`src/rtl/overture_exec_ctrl_if.sv`:
```
// Fetch, I/O and ALU signal bundle between the OVERTURE execution controller and its surroundings.
// The controller connects through master; the environment (memory, I/O, ALU) through slave.
interface overture_exec_ctrl_if;
    logic [7:0] instr;
    logic       instr_valid;
    logic       instr_ready;
    logic [7:0] pc;
    logic [7:0] in_data;
    logic       in_valid;
    logic       in_ready;
    logic [7:0] out_data;
    logic       out_valid;
    logic       out_ready;
    logic [7:0] alu_instr;
    logic [7:0] alu_a;
    logic [7:0] alu_b;
    logic [7:0] alu_result;

    modport master (
        input  instr, instr_valid, in_data, in_valid, out_ready, alu_result,
        output instr_ready, pc, in_ready, out_data, out_valid, alu_instr, alu_a, alu_b
    );

    modport slave (
        output instr, instr_valid, in_data, in_valid, out_ready, alu_result,
        input  instr_ready, pc, in_ready, out_data, out_valid, alu_instr, alu_a, alu_b
    );
endinterface

```
`src/rtl/overture_exec_ctrl.sv`:
```
// OVERTURE 8-bit CPU execution controller: fetch/decode, register file, pc,
// ALU issue/capture, conditional jumps and blocking input/output handshakes.
module overture_exec_ctrl #(
    parameter int         UUID     = 0,
    parameter string      NAME     = "",
    parameter logic [7:0] PC_RESET = 8'd0
) (
    input  logic                 clk,
    input  logic                 rst,
    overture_exec_ctrl_if.master bus
);

    localparam int unsigned DW     = 8;
    localparam int unsigned NREG   = 6;
    localparam logic [2:0]  IO_SEL = 3'd6;

    typedef enum logic [1:0] {
        FETCH    = 2'd0,
        CALC     = 2'd1,
        IN_WAIT  = 2'd2,
        OUT_WAIT = 2'd3
    } state_t;

    state_t          state_q, state_d;
    logic [DW-1:0]   regs_q [NREG];
    logic [DW-1:0]   pc_q, pc_d;
    logic [DW-1:0]   out_data_q, out_data_d;
    logic [DW-1:0]   alu_instr_q, alu_instr_d;
    logic [2:0]      dst_q, dst_d;
    logic            instr_ready_q, in_ready_q, out_valid_q;

    logic            wr_en;
    logic [2:0]      wr_idx;
    logic [DW-1:0]   wr_val;

    logic [DW-1:0]   pc_inc;
    logic [2:0]      instr_src, instr_dst;
    logic [DW-1:0]   src_value;
    logic            r3_zero, r3_neg, cond_taken;

    assign pc_inc    = pc_q + DW'(1);
    assign instr_src = bus.instr[5:3];
    assign instr_dst = bus.instr[2:0];

    // Source operand of a COPY; selector 7 reads as zero
    always_comb begin
        src_value = '0;
        for (int i = 0; i < int'(NREG); i++) begin
            if (instr_src == 3'(i)) src_value = regs_q[i];
        end
    end

    // Condition evaluation on REG3 as a signed byte
    always_comb begin
        r3_zero = (regs_q[3] == '0);
        r3_neg  = regs_q[3][DW-1];
        unique case (bus.instr[2:0])
            3'd0:    cond_taken = 1'b0;
            3'd1:    cond_taken = r3_zero;
            3'd2:    cond_taken = r3_neg;
            3'd3:    cond_taken = r3_neg | r3_zero;
            3'd4:    cond_taken = 1'b1;
            3'd5:    cond_taken = ~r3_zero;
            3'd6:    cond_taken = ~r3_neg;
            default: cond_taken = ~r3_neg & ~r3_zero;
        endcase
    end

    // Next-state and datapath decode
    always_comb begin
        state_d     = state_q;
        pc_d        = pc_q;
        out_data_d  = out_data_q;
        alu_instr_d = alu_instr_q;
        dst_d       = dst_q;
        wr_en       = 1'b0;
        wr_idx      = '0;
        wr_val      = '0;

        unique case (state_q)
            FETCH: begin
                if (bus.instr_valid) begin
                    unique case (bus.instr[7:6])
                        2'b00: begin
                            wr_en  = 1'b1;
                            wr_idx = 3'd0;
                            wr_val = {2'b00, bus.instr[5:0]};
                            pc_d   = pc_inc;
                        end
                        2'b01: begin
                            alu_instr_d = {5'b0, bus.instr[2:0]};
                            state_d     = CALC;
                        end
                        2'b10: begin
                            if (instr_src == IO_SEL) begin
                                dst_d   = instr_dst;
                                state_d = IN_WAIT;
                            end else if (instr_dst == IO_SEL) begin
                                out_data_d = src_value;
                                state_d    = OUT_WAIT;
                            end else begin
                                wr_en  = 1'b1;
                                wr_idx = instr_dst;
                                wr_val = src_value;
                                pc_d   = pc_inc;
                            end
                        end
                        default: begin
                            pc_d = cond_taken ? regs_q[0] : pc_inc;
                        end
                    endcase
                end
            end
            CALC: begin
                wr_en       = 1'b1;
                wr_idx      = 3'd3;
                wr_val      = bus.alu_result;
                alu_instr_d = '0;
                pc_d        = pc_inc;
                state_d     = FETCH;
            end
            IN_WAIT: begin
                if (bus.in_valid) begin
                    if (dst_q == IO_SEL) begin
                        out_data_d = bus.in_data;
                        state_d    = OUT_WAIT;
                    end else begin
                        wr_en   = 1'b1;
                        wr_idx  = dst_q;
                        wr_val  = bus.in_data;
                        pc_d    = pc_inc;
                        state_d = FETCH;
                    end
                end
            end
            default: begin
                if (bus.out_ready) begin
                    pc_d    = pc_inc;
                    state_d = FETCH;
                end
            end
        endcase
    end

    // State, registers and handshake flags; flags mirror the decoded next state
    always_ff @(posedge clk or negedge rst) begin
        if (!rst) begin
            state_q       <= FETCH;
            pc_q          <= PC_RESET;
            out_data_q    <= '0;
            alu_instr_q   <= '0;
            dst_q         <= '0;
            instr_ready_q <= 1'b1;
            in_ready_q    <= 1'b0;
            out_valid_q   <= 1'b0;
            for (int i = 0; i < int'(NREG); i++) regs_q[i] <= '0;
        end else begin
            state_q       <= state_d;
            pc_q          <= pc_d;
            out_data_q    <= out_data_d;
            alu_instr_q   <= alu_instr_d;
            dst_q         <= dst_d;
            instr_ready_q <= (state_d == FETCH);
            in_ready_q    <= (state_d == IN_WAIT);
            out_valid_q   <= (state_d == OUT_WAIT);
            // Selectors 6 and 7 never match, so such writes are dropped
            for (int i = 0; i < int'(NREG); i++) begin
                if (wr_en && (wr_idx == 3'(i))) regs_q[i] <= wr_val;
            end
        end
    end

    assign bus.instr_ready = instr_ready_q;
    assign bus.pc          = pc_q;
    assign bus.in_ready    = in_ready_q;
    assign bus.out_data    = out_data_q;
    assign bus.out_valid   = out_valid_q;
    assign bus.alu_instr   = alu_instr_q;
    assign bus.alu_a       = regs_q[1];
    assign bus.alu_b       = regs_q[2];

endmodule
```
`src/flat_wrapper.sv`:
```
// flat-port wrapper written by rule: the top's interface ports become plain ports
module overture_exec_ctrl_flat 
#(
    parameter int         UUID     = 0,
    parameter string      NAME     = "",
    parameter logic [7:0] PC_RESET = 8'd0
)
  (clk, rst, bus_instr, bus_instr_valid, bus_in_data, bus_in_valid, bus_out_ready, bus_alu_result, bus_instr_ready, bus_pc, bus_in_ready, bus_out_data, bus_out_valid, bus_alu_instr, bus_alu_a, bus_alu_b);
  overture_exec_ctrl_if bus_i ();
  input  logic clk;
  input  logic rst;
  input wire logic [$bits(bus_i.instr)-1:0] bus_instr;
  input wire logic [$bits(bus_i.instr_valid)-1:0] bus_instr_valid;
  input wire logic [$bits(bus_i.in_data)-1:0] bus_in_data;
  input wire logic [$bits(bus_i.in_valid)-1:0] bus_in_valid;
  input wire logic [$bits(bus_i.out_ready)-1:0] bus_out_ready;
  input wire logic [$bits(bus_i.alu_result)-1:0] bus_alu_result;
  output wire logic [$bits(bus_i.instr_ready)-1:0] bus_instr_ready;
  output wire logic [$bits(bus_i.pc)-1:0] bus_pc;
  output wire logic [$bits(bus_i.in_ready)-1:0] bus_in_ready;
  output wire logic [$bits(bus_i.out_data)-1:0] bus_out_data;
  output wire logic [$bits(bus_i.out_valid)-1:0] bus_out_valid;
  output wire logic [$bits(bus_i.alu_instr)-1:0] bus_alu_instr;
  output wire logic [$bits(bus_i.alu_a)-1:0] bus_alu_a;
  output wire logic [$bits(bus_i.alu_b)-1:0] bus_alu_b;
  assign bus_i.instr = bus_instr;
  assign bus_i.instr_valid = bus_instr_valid;
  assign bus_i.in_data = bus_in_data;
  assign bus_i.in_valid = bus_in_valid;
  assign bus_i.out_ready = bus_out_ready;
  assign bus_i.alu_result = bus_alu_result;
  assign bus_instr_ready = bus_i.instr_ready;
  assign bus_pc = bus_i.pc;
  assign bus_in_ready = bus_i.in_ready;
  assign bus_out_data = bus_i.out_data;
  assign bus_out_valid = bus_i.out_valid;
  assign bus_alu_instr = bus_i.alu_instr;
  assign bus_alu_a = bus_i.alu_a;
  assign bus_alu_b = bus_i.alu_b;
  overture_exec_ctrl #(.UUID(UUID), .NAME(NAME), .PC_RESET(PC_RESET)) u_core (.clk(clk), .rst(rst), .bus(bus_i));
endmodule
```
`config.mk`:
```
export PLATFORM = sky130hd
export DESIGN_NAME = overture_exec_ctrl_flat
export DESIGN_NICKNAME = d
export VERILOG_FILES = /design/src/rtl/overture_exec_ctrl_if.sv /design/src/rtl/overture_exec_ctrl.sv /design/src/flat_wrapper.sv
export SDC_FILE = /design/constraint.sdc
export NUM_CORES = 1
export LEC_CHECK = 0
export CAP_MARGIN = 10
export CORE_ASPECT_RATIO = 0.5
export CORE_UTILIZATION = 58
export DETAILED_ROUTE_END_ITERATION = 6
export PLACE_DENSITY = 0.85
export SLEW_MARGIN = 30
export SYNTH_ARGS = -nofsm -noshare
export SYNTH_HDL_FRONTEND = slang
export SYNTH_SLANG_ARGS = --single-unit
export TNS_END_PERCENT = 1
```
`constraint.sdc`:
```
create_clock -name clk -period 7.1 [get_ports clk]
set_input_delay 1.42 -clock clk [delete_from_list [all_inputs] [get_ports clk]]
set_output_delay 1.42 -clock clk [all_outputs]
set_load 0.01 [all_outputs]
```
==> run_results.csv <==
group,metric,value,unit
status,status,"complete, but fails checks",
status,violations,"design-rule violations",
detailed_routing,ant_nets,0,
synth,yosysMostFrequentCell,"dfrtp_1",
power_and_ir_drop,p_leak,2.34,nW
timing,hold-worst-slack,0.506,ns
placement,gp_congestion,0.885,
layout,layout-drive-gt1-share,19.8,%
die,die-height,64.3,um
global_routing,grt_pass1_wl,17700,um
hold_path,min_path_type,"reg2reg",
global_routing,globalRoute.totalOverflow,0,
synth,synthTopCellsByCount,"dfrtp_1 (74), mux2_2 (40), nand2_1 (29), buf_4 (22), nor2_1 (22)",
die,io_pins,72,
synth,mappedNetlistArea,0.00450,mm2
synth,postSynthCellCount,416,
worst_setup_path,crit_fanout,17,
timing,setup_viol,0,
run,cap_violations,0,
detailed_routing,viasPerCell,6.37,
global_routing,grt_pass1_vias,3343,
die,start_util,60.7,%
worst_setup_path,cp_cell_sequence,"clkdlybuf4s50_1, nand3b_4, and3_4, o311a_4, and3_1, mux2_4",
synth,synth_warnings,0,
power_and_ir_drop,ir_drop,0.221,mV
clocking,numCtsBuffers,9,
die,core,0.00740,mm2
worst_setup_path,cp_data_required_time,7.31,ns
die,die_area,0.00813,mm2
worst_setup_path,cpMaxStageDelayCell,"clkdlybuf4s50_1",
worst_setup_path,cpPeakStageDelay,1.02,ns
timing,rsz0062_at_grt,"false",
clocking,clkTransAtPathRegs,0.06,ns
detailed_routing,drt_iter0_markers,478,
detailed_routing,routed-via-count,3542,
clocking,clk_latency,0.33,ns
clocking,cts_tree,"done",
detailed_routing,dr.pass1.iters,7,
synth,syn_area_per_cell,10.8,um2
detailed_routing,wl_per_cell,19.5,um
timing,fin_skew,0.00763,ns
power_and_ir_drop,power_density,375,mW/mm2
worst_setup_path,critical-path-top-delay-family,"simple AND/OR/NAND/NOR gates",
worst_setup_path,arrival,4.13,ns
power_and_ir_drop,total_power,0.00199,W
clocking,postCtsSetupRepairBufs,0,
timing,finalHoldViolations,0,
timing,post-route-period-util,55.2,%
worst_setup_path,cp_num_buf_inv,1,
timing,drv_slew,0,
worst_setup_path,crit_type,"in2reg",
synth,async_reset_ff_share,100,%
clocking,ctsResizeCount,0,
timing,tns,0,ns
die,fp.dieW,127,um
timing,tightest_slew,0.831,ns
detailed_routing,route.detailed.drc,14,
layout,n_fill_cell,523,
layout,nNetsFinal,492,
synth,synth_top_cell_by_area,"dfrtp_1",
clocking,numClockSinks,75,
worst_setup_path,cp-start-kind,"primary input",
global_routing,grt_max_degree,76,
synth,synth.area.top_cells,"dfrtp_1 (41%), mux2_2 (10%), mux2_4 (5.3%), mux2i_1 (4.2%), buf_4 (3.7%)",
timing,min_period,3.92,ns
clocking,cts-root-buf,"clkbuf_16",
timing,relSlewSlack,44.1,%
worst_setup_path,cp-end-kind,"register",
synth,synth_edf_count,0,
detailed_routing,drt_wl_total,10900,um
global_routing,antenna_found_initial,0,
synth,synth.distinct_cells,62,
synth,ys.flop_type,"dfrtp_1",
layout,synthToLayoutAreaGrowth,18.0,%
layout,diodes,0,
die,rows,22,
clocking,cts_max_level,3,
timing,clock.fmax,255,MHz
synth,netlist.area_leader.share,41.2,%
placement,hpwl,7550,um
synth,synth-seq-area-share,41.8,%
placement,portBuffers,66,
synth,synth-seq-cells,75,
clocking,hold_buffers,0,
global_routing,grt_usage,28.7,%
clocking,clockBufferDepth,2,
worst_setup_path,worst-r2r-setup-slack,4.06,ns
==> state kept, by name (all words and copies together) (netlist names) <==
name                    flops
u_core.regs_q              31
u_core.bus.alu_a            8
u_core.bus.alu_b            8
u_core.bus.out_data         8
u_core.bus.pc               8
u_core.bus.alu_instr        3
u_core.dst_q                3
u_core.state_q              2
u_core.bus.in_ready         1
u_core.bus.instr_ready      1
u_core.bus.out_valid        1
u_core.r3_neg               1
==> path summary, 6_finish.rpt <==
check | cells past startpoint | endpoint | startpoint
min in group asynchronous | 1 | u_core.bus.pc[7] | rst
min | 1 | u_core.regs_q[0] | u_core.regs_q[0]
max | 6 | u_core.bus.alu_a[3] | bus_instr[3]
max in group asynchronous | 1 | u_core.regs_q[5] | rst
min reg2reg | 1 | u_core.regs_q[0] | u_core.regs_q[0]
max reg2reg | 7 | u_core.bus.alu_a[3] | u_core.state_q[0]
==> placed cells by master (no fill, tap or decap), drive strengths merged, types with 2 or more instances in the layout <==
cell type	instances
ha	8
conb	5
mux2	56
nor3b	3
nand4	10
o21ai	16
nand2b	7
a222oi	6
inv	12
clkinv	2
o22ai	13
and2	5
dfrtp	74
clkdlybuf4s50	64
mux2i	19
a2111o	4
clkinvlp	3
nor2b	9
o2111ai	3
a21oi	12
buf	3
or2	3
clkbuf	9
mux4	2
nand3b	2
and3	8
a22oi	2
a211oi	7
nand2	29
nand4b	5
o21a	2
o211ai	2
nand3	10
nor2	23
and3b	3
==> layer usage <==
metal	routed length (um)	vias to the layer above	GRT usage (%)
met2	4880	195	44.0
li1	-	1593	-
met5	0	-	0
met1	4790	1730	40.3
met4	198	0	9.19
met3	997	24	6.62
==> kinds of logic (layout without fill, tap and decap cells) <==
family,Yosys count,after routing,synth area share (%)
AOI/OAI and AO/OA,81,81,13.2
xor gates and xnor gates,1,1,0.195
adders and majority gates,8,8,2.23
buffers and inverters,53,93,7.01
DFF,75,75,41.8
muxes,77,77,20.6
other,1,5,0.0834
and+or+nand+nor,120,120,14.9
==> layout make-up <==
cell class	instances	area [um2]	area share (%)
Clock inverter	7	50.0	0.944
Timing Repair Buffer	67	664	12.5
Inverter	10	37.5	0.708
Clock buffer	9	225	4.25
Multi-Input combinational cell	292	2330	43.9
Sequential cell	75	1880	35.4
Tap cell	96	120	2.26
==> metrics by stage <==
step / util, % / area [um2] / worst slack, ns / instances
floorplan: - / 4510 / 3.86 / 420
global placement: 67.8 / 5020 / 2.88 / 540
detailed placement: 67.8 / 5020 / 2.80 / 540
CTS: 71.6 / 5300 / 3.16 / 556
global route: 71.6 / 5300 / 3.09 / 556
finish: 71.6 / 5300 / 3.18 / 556
==> power breakdown <==
part	internal, W	switching, W	total (W)
clock	0.000238	0.000185	0.000422
combinational	0.000443	0.000419	0.000862
sequential	0.000575	0.000128	0.000703
total	0.00126	0.000731	0.00199
Power figures use the tool's default switching activity.
==> patch 1 (config.mk and constraints unchanged) <==
The 4 states of `state_t` get a one-hot encoding in 4 bits.
--- a/src/rtl/overture_exec_ctrl.sv
+++ b/src/rtl/overture_exec_ctrl.sv
@@ -14,11 +14,11 @@
     localparam int unsigned NREG   = 6;
     localparam logic [2:0]  IO_SEL = 3'd6;
 
-    typedef enum logic [1:0] {
-        FETCH    = 2'd0,
-        CALC     = 2'd1,
-        IN_WAIT  = 2'd2,
-        OUT_WAIT = 2'd3
+    typedef enum logic [3:0] {
+        FETCH    = 4'b0001,
+        CALC     = 4'b0010,
+        IN_WAIT  = 4'b0100,
+        OUT_WAIT = 4'b1000
     } state_t;
 
     state_t          state_q, state_d;
Formal check against the unedited RTL: no difference found for any inputs over 4 cycles, from zero or initial values and one cycle with rst low; so few cycles prove little.
==> patch 1 against the unedited design <==
Non-clock buffer count up 1. Sequential cell count up 2. Maximum frequency down 11%. Register-to-register slack about the same. Cell area down 0.38%. The flow still finishes with violations (design-rule violations). Critical path type unchanged. Wire length up 2.5%. Die area down 1.9%. Worst setup slack worse by 0.49 ns. Synthesized area down 1.9%.
Power is not compared: it rests on default switching activity, and its combinational part moved more than twofold at a synthesized area within 25%.
==> patch 1: results (changes against the unedited design) <==
* Synth cell count leaders: dfrtp_1 (75), mux2_2 (66), o21ai_0 (26), nand2_1 (23), buf_4 (22) (was dfrtp_1 (74), mux2_2 (40), nand2_1 (29), buf_4 (22), nor2_1 (22))
* DP Worst Slack at 2.37 ns (was 2.80 ns)
* Met2 usage at 0.469 (was 0.440)
* HP Start: u_core.bus.out_data[6] (was u_core.regs_q[0])
* Layout Cells excl Fill at 526 (was 556)
* Status: finished, violations left (unchanged)
* Hold endpoint: u_core.bus.out_data[6] (was u_core.regs_q[0])
* Vias in the first global route at 3276 (was 3343)
* RR Startpoint: u_core.state_q[0] (unchanged)
* Share of cells above drive strength 1 at 0.253 (was 0.198)
* First-pass GRT wire length at 17700 um (about the same)
* Worst Path Max Fanout at 18 (was 17)
* Violated checks: design-rule violations (unchanged)
* Met2 Routed Length at 5320 um (was 4880 um)
* Largest net degree at the start of global routing at 78 (was 76)
* DR vias at 3425 (was 3542)
* FF-to-FF End: u_core.bus.alu_a[2] (was u_core.bus.alu_a[3])
* Filler instances at 502 (was 523)
* Routed WL at 11100 um (was 10900 um)
* Drt drc at 5 (was 14)
* Met1 GRT Util at 0.408 (was 0.403)
* CP Data Arrival Time at 4.63 ns (was 4.13 ns)
* Slew headroom at 0.323 (was 0.441)
* GR met3 Demand/Resource at 0.0688 (was 0.0662)
* Final nets at 459 (was 492)
* Post-Syn Area per Cell at 11.6 um2 (was 10.8 um2)
* Final core occ at 0.719 (was 0.716)
* Top post-synthesis cells by area: dfrtp_1 (43%), mux2_2 (17%), mux4_2 (4.1%), buf_4 (3.7%), o21ai_0 (3.0%) (was dfrtp_1 (41%), mux2_2 (10%), mux2_4 (5.3%), mux2i_1 (4.2%), buf_4 (3.7%))
* Yosys cell types at 56 (was 62)
* Routability cong. at 0.903 (was 0.885)
* Initial drt markers at 400 (was 478)
* Metal1 wirelength at 4960 um (was 4790 um)
* Layout Skew at 0.00735 ns (was 0.00763 ns)
* HPWL Detailed at 7700 um (was 7550 um)
* Placed cell area at 4980 um2 (was 5020 um2)
* Placed cells at 510 (was 540)
## patch 1: cell count changes in the layout (fill, tap and decap cells not counted), moves of 7 or more
| cell | change |
|---|---|
| mux2_4 | -16 |
| mux2_2 | +26 |
| o211ai_1 | +7 |
| nor2_1 | -15 |
| mux2i_1 | -11 |
| a22oi_1 | +13 |
| o21ai_0 | +11 |
| nand4_1 | -7 |
| o22ai_1 | -12 |
## patch 1: cells by family (layout without fill, tap and decap cells)
| kind of cell | Yosys count | in the layout | share of synthesized area |
|---|---|---|---|
| flops | 77 | 77 | 0.438 |
| compound gates | 82 | 82 | 0.126 |
| fa+ha+maj | 4 | 4 | 0.0114 |
| buf+inv | 52 | 98 | 0.0661 |
| other cells | 1 | 5 | 0.000850 |
| mux | 82 | 82 | 0.228 |
| xor+xnor | 1 | 1 | 0.00199 |
| simple gates | 81 | 81 | 0.128 |
## patch 1: worst max path at each step
stage / end / start / slack, ns / cells past startpoint
after floorplan: u_core.bus.pc[6] / bus_instr[6] / 3.55 / 9
after global placement: u_core.bus.alu_a[6] / bus_instr[3] / 2.55 / 6
after detailed placement: u_core.bus.alu_a[2] / bus_instr[3] / 2.37 / 6
after CTS: u_core.bus.alu_a[7] / bus_instr[3] / 2.74 / 6
after global routing: u_core.bus.alu_a[7] / bus_instr[3] / 2.56 / 6
final: u_core.bus.alu_a[2] / bus_instr[3] / 2.70 / 6
## patch 1: cell type report
type	instances	share of cell area
clock buffers	10	0.0433
repair buffers	68	0.128
flip-flops and latches	77	0.365
multi-input cells	255	0.419
inverters	15	0.0107
clock inverters	5	0.0118
well taps	96	0.0227
## patch 1: power by group
group,leakage (nW),switching [W],internal [W]
Sequential,1.04,0.0000799,0.000509
Clock,0.135,0.000183,0.000271
Combinational,1.14,0.000207,0.000208
Total,2.31,0.000470,0.000988
==> patch 2 (same flow settings) <==
Without the edit above. The localparam `NREG` goes from 6 to 7.
--- a/src/rtl/overture_exec_ctrl.sv
+++ b/src/rtl/overture_exec_ctrl.sv
@@ -11,7 +11,7 @@
 );
 
     localparam int unsigned DW     = 8;
-    localparam int unsigned NREG   = 6;
+    localparam int unsigned NREG   = 7;
     localparam logic [2:0]  IO_SEL = 3'd6;
 
     typedef enum logic [1:0] {
Function: same outputs for any inputs over 4 cycles, from zero or initial values and one cycle with rst low; that may be too few to reach the edited logic, so the function may still have changed.
==> patch 2 against the unedited design <==
Clock skew hardly changed. Total power grew 3.9%. Non-clock buffer count rose by 3. Cell area increased by 2.8%. Utilization grew 1.5 points. Sequential cell count unchanged. Worst setup slack got worse by 0.30 ns. Sequential power increased by 3.4%. Critical path depth stayed put. Final cell count is 4.7% higher. Wire length is 4.0% higher. Synthesized area up 1.5%. Critical path type unchanged. Critical endpoint is now u_core.regs_q[24]. Highest routed layer unchanged.
==> patch 2: results (changes against the unedited design) <==
* Yosys cell types at 61 (was 62)
* Routed WL at 11300 um (was 10900 um)
* Top post-synthesis cells by area: dfrtp_1 (41%), mux2_2 (9.1%), mux2i_1 (3.7%), buf_4 (3.6%), mux2_4 (2.6%) (was dfrtp_1 (41%), mux2_2 (10%), mux2_4 (5.3%), mux2i_1 (4.2%), buf_4 (3.7%))
* Leak pwr at 2.34 nW (about the same)
* Synth cell count leaders: dfrtp_1 (74), mux2_2 (37), nand2_1 (31), buf_4 (22), nor2_1 (18) (was dfrtp_1 (74), mux2_2 (40), nand2_1 (29), buf_4 (22), nor2_1 (22))
* Post-synthesis mux area share at 0.177 (was 0.206)
* Fraction of the mapped netlist area in adder cells at 0.0219 (was 0.0223)
* Inverter count at 9 (was 10)
* Post-synthesis xor/xnor area fraction at 0.00192 (was 0.00195)
* Routability cong. at 0.908 (was 0.885)
* Multi-input logic area at 2390 um2 (was 2330 um2)
* Synth Area in Compound Gates at 0.164 (was 0.132)
* First-pass GRT wire length at 18500 um (was 17700 um)
* Hold endpoint: u_core.bus.out_data[6] (was u_core.regs_q[0])
* HPWL Detailed at 7870 um (was 7550 um)
* Total GRT Usage at 0.296 (was 0.287)
* Met1 GRT Util at 0.448 (was 0.403)
* Metal1 wirelength at 5480 um (was 4790 um)
* DR vias at 3675 (was 3542)
* Critical Path End: u_core.regs_q[24] (was u_core.bus.alu_a[3])
* Final hold slack at 0.490 ns (was 0.506 ns)
* CP max stage delay at 1.11 ns (was 1.02 ns)
* Layout Cells excl Fill at 582 (was 556)
* Vias in the first global route at 3485 (was 3343)
* HP Start: u_core.bus.out_data[6] (was u_core.regs_q[0])
* CP Data Arrival Time at 4.50 ns (was 4.13 ns)
* Crit path max-delay family: buffers and inverters (was simple AND/OR/NAND/NOR gates)
* Final nets at 506 (was 492)
* Status: finished, final reports clean (was finished, violations left)
* Met2 Routed Length at 4600 um (was 4880 um)
patch 2: cell types whose count changed after synthesis, sizes merged, moves of 4 or more:
cell,before,now
o311ai,1,7
a21oi,12,18
nor2b,9,2
o32ai,0,6
o21a,2,6
and3,8,4
nor2,23,18
nor3,1,9
o21ai,16,8
patch 2: where the power goes:
| part | switching, W | internal (W) | leakage (nW) | total [W] |
|---|---|---|---|---|
| logic | 0.000415 | 0.000422 | 1.20 | 0.000836 |
| clock network | 0.000191 | 0.000310 | 0.156 | 0.000501 |
| registers | 0.000138 | 0.000589 | 0.976 | 0.000727 |
patch 2: cells by family (layout without fill, tap and decap cells):
logic type                 after synthesis  count (layout)
AOI/OAI and AO/OA                       95              95
xor gates and xnor gates                 1               1
adders and majority gates                8               8
buffers and inverters                   54              95
DFF                                     75              75
muxes                                   71              71
other                                    1               5
and+or+nand+nor                        124             124
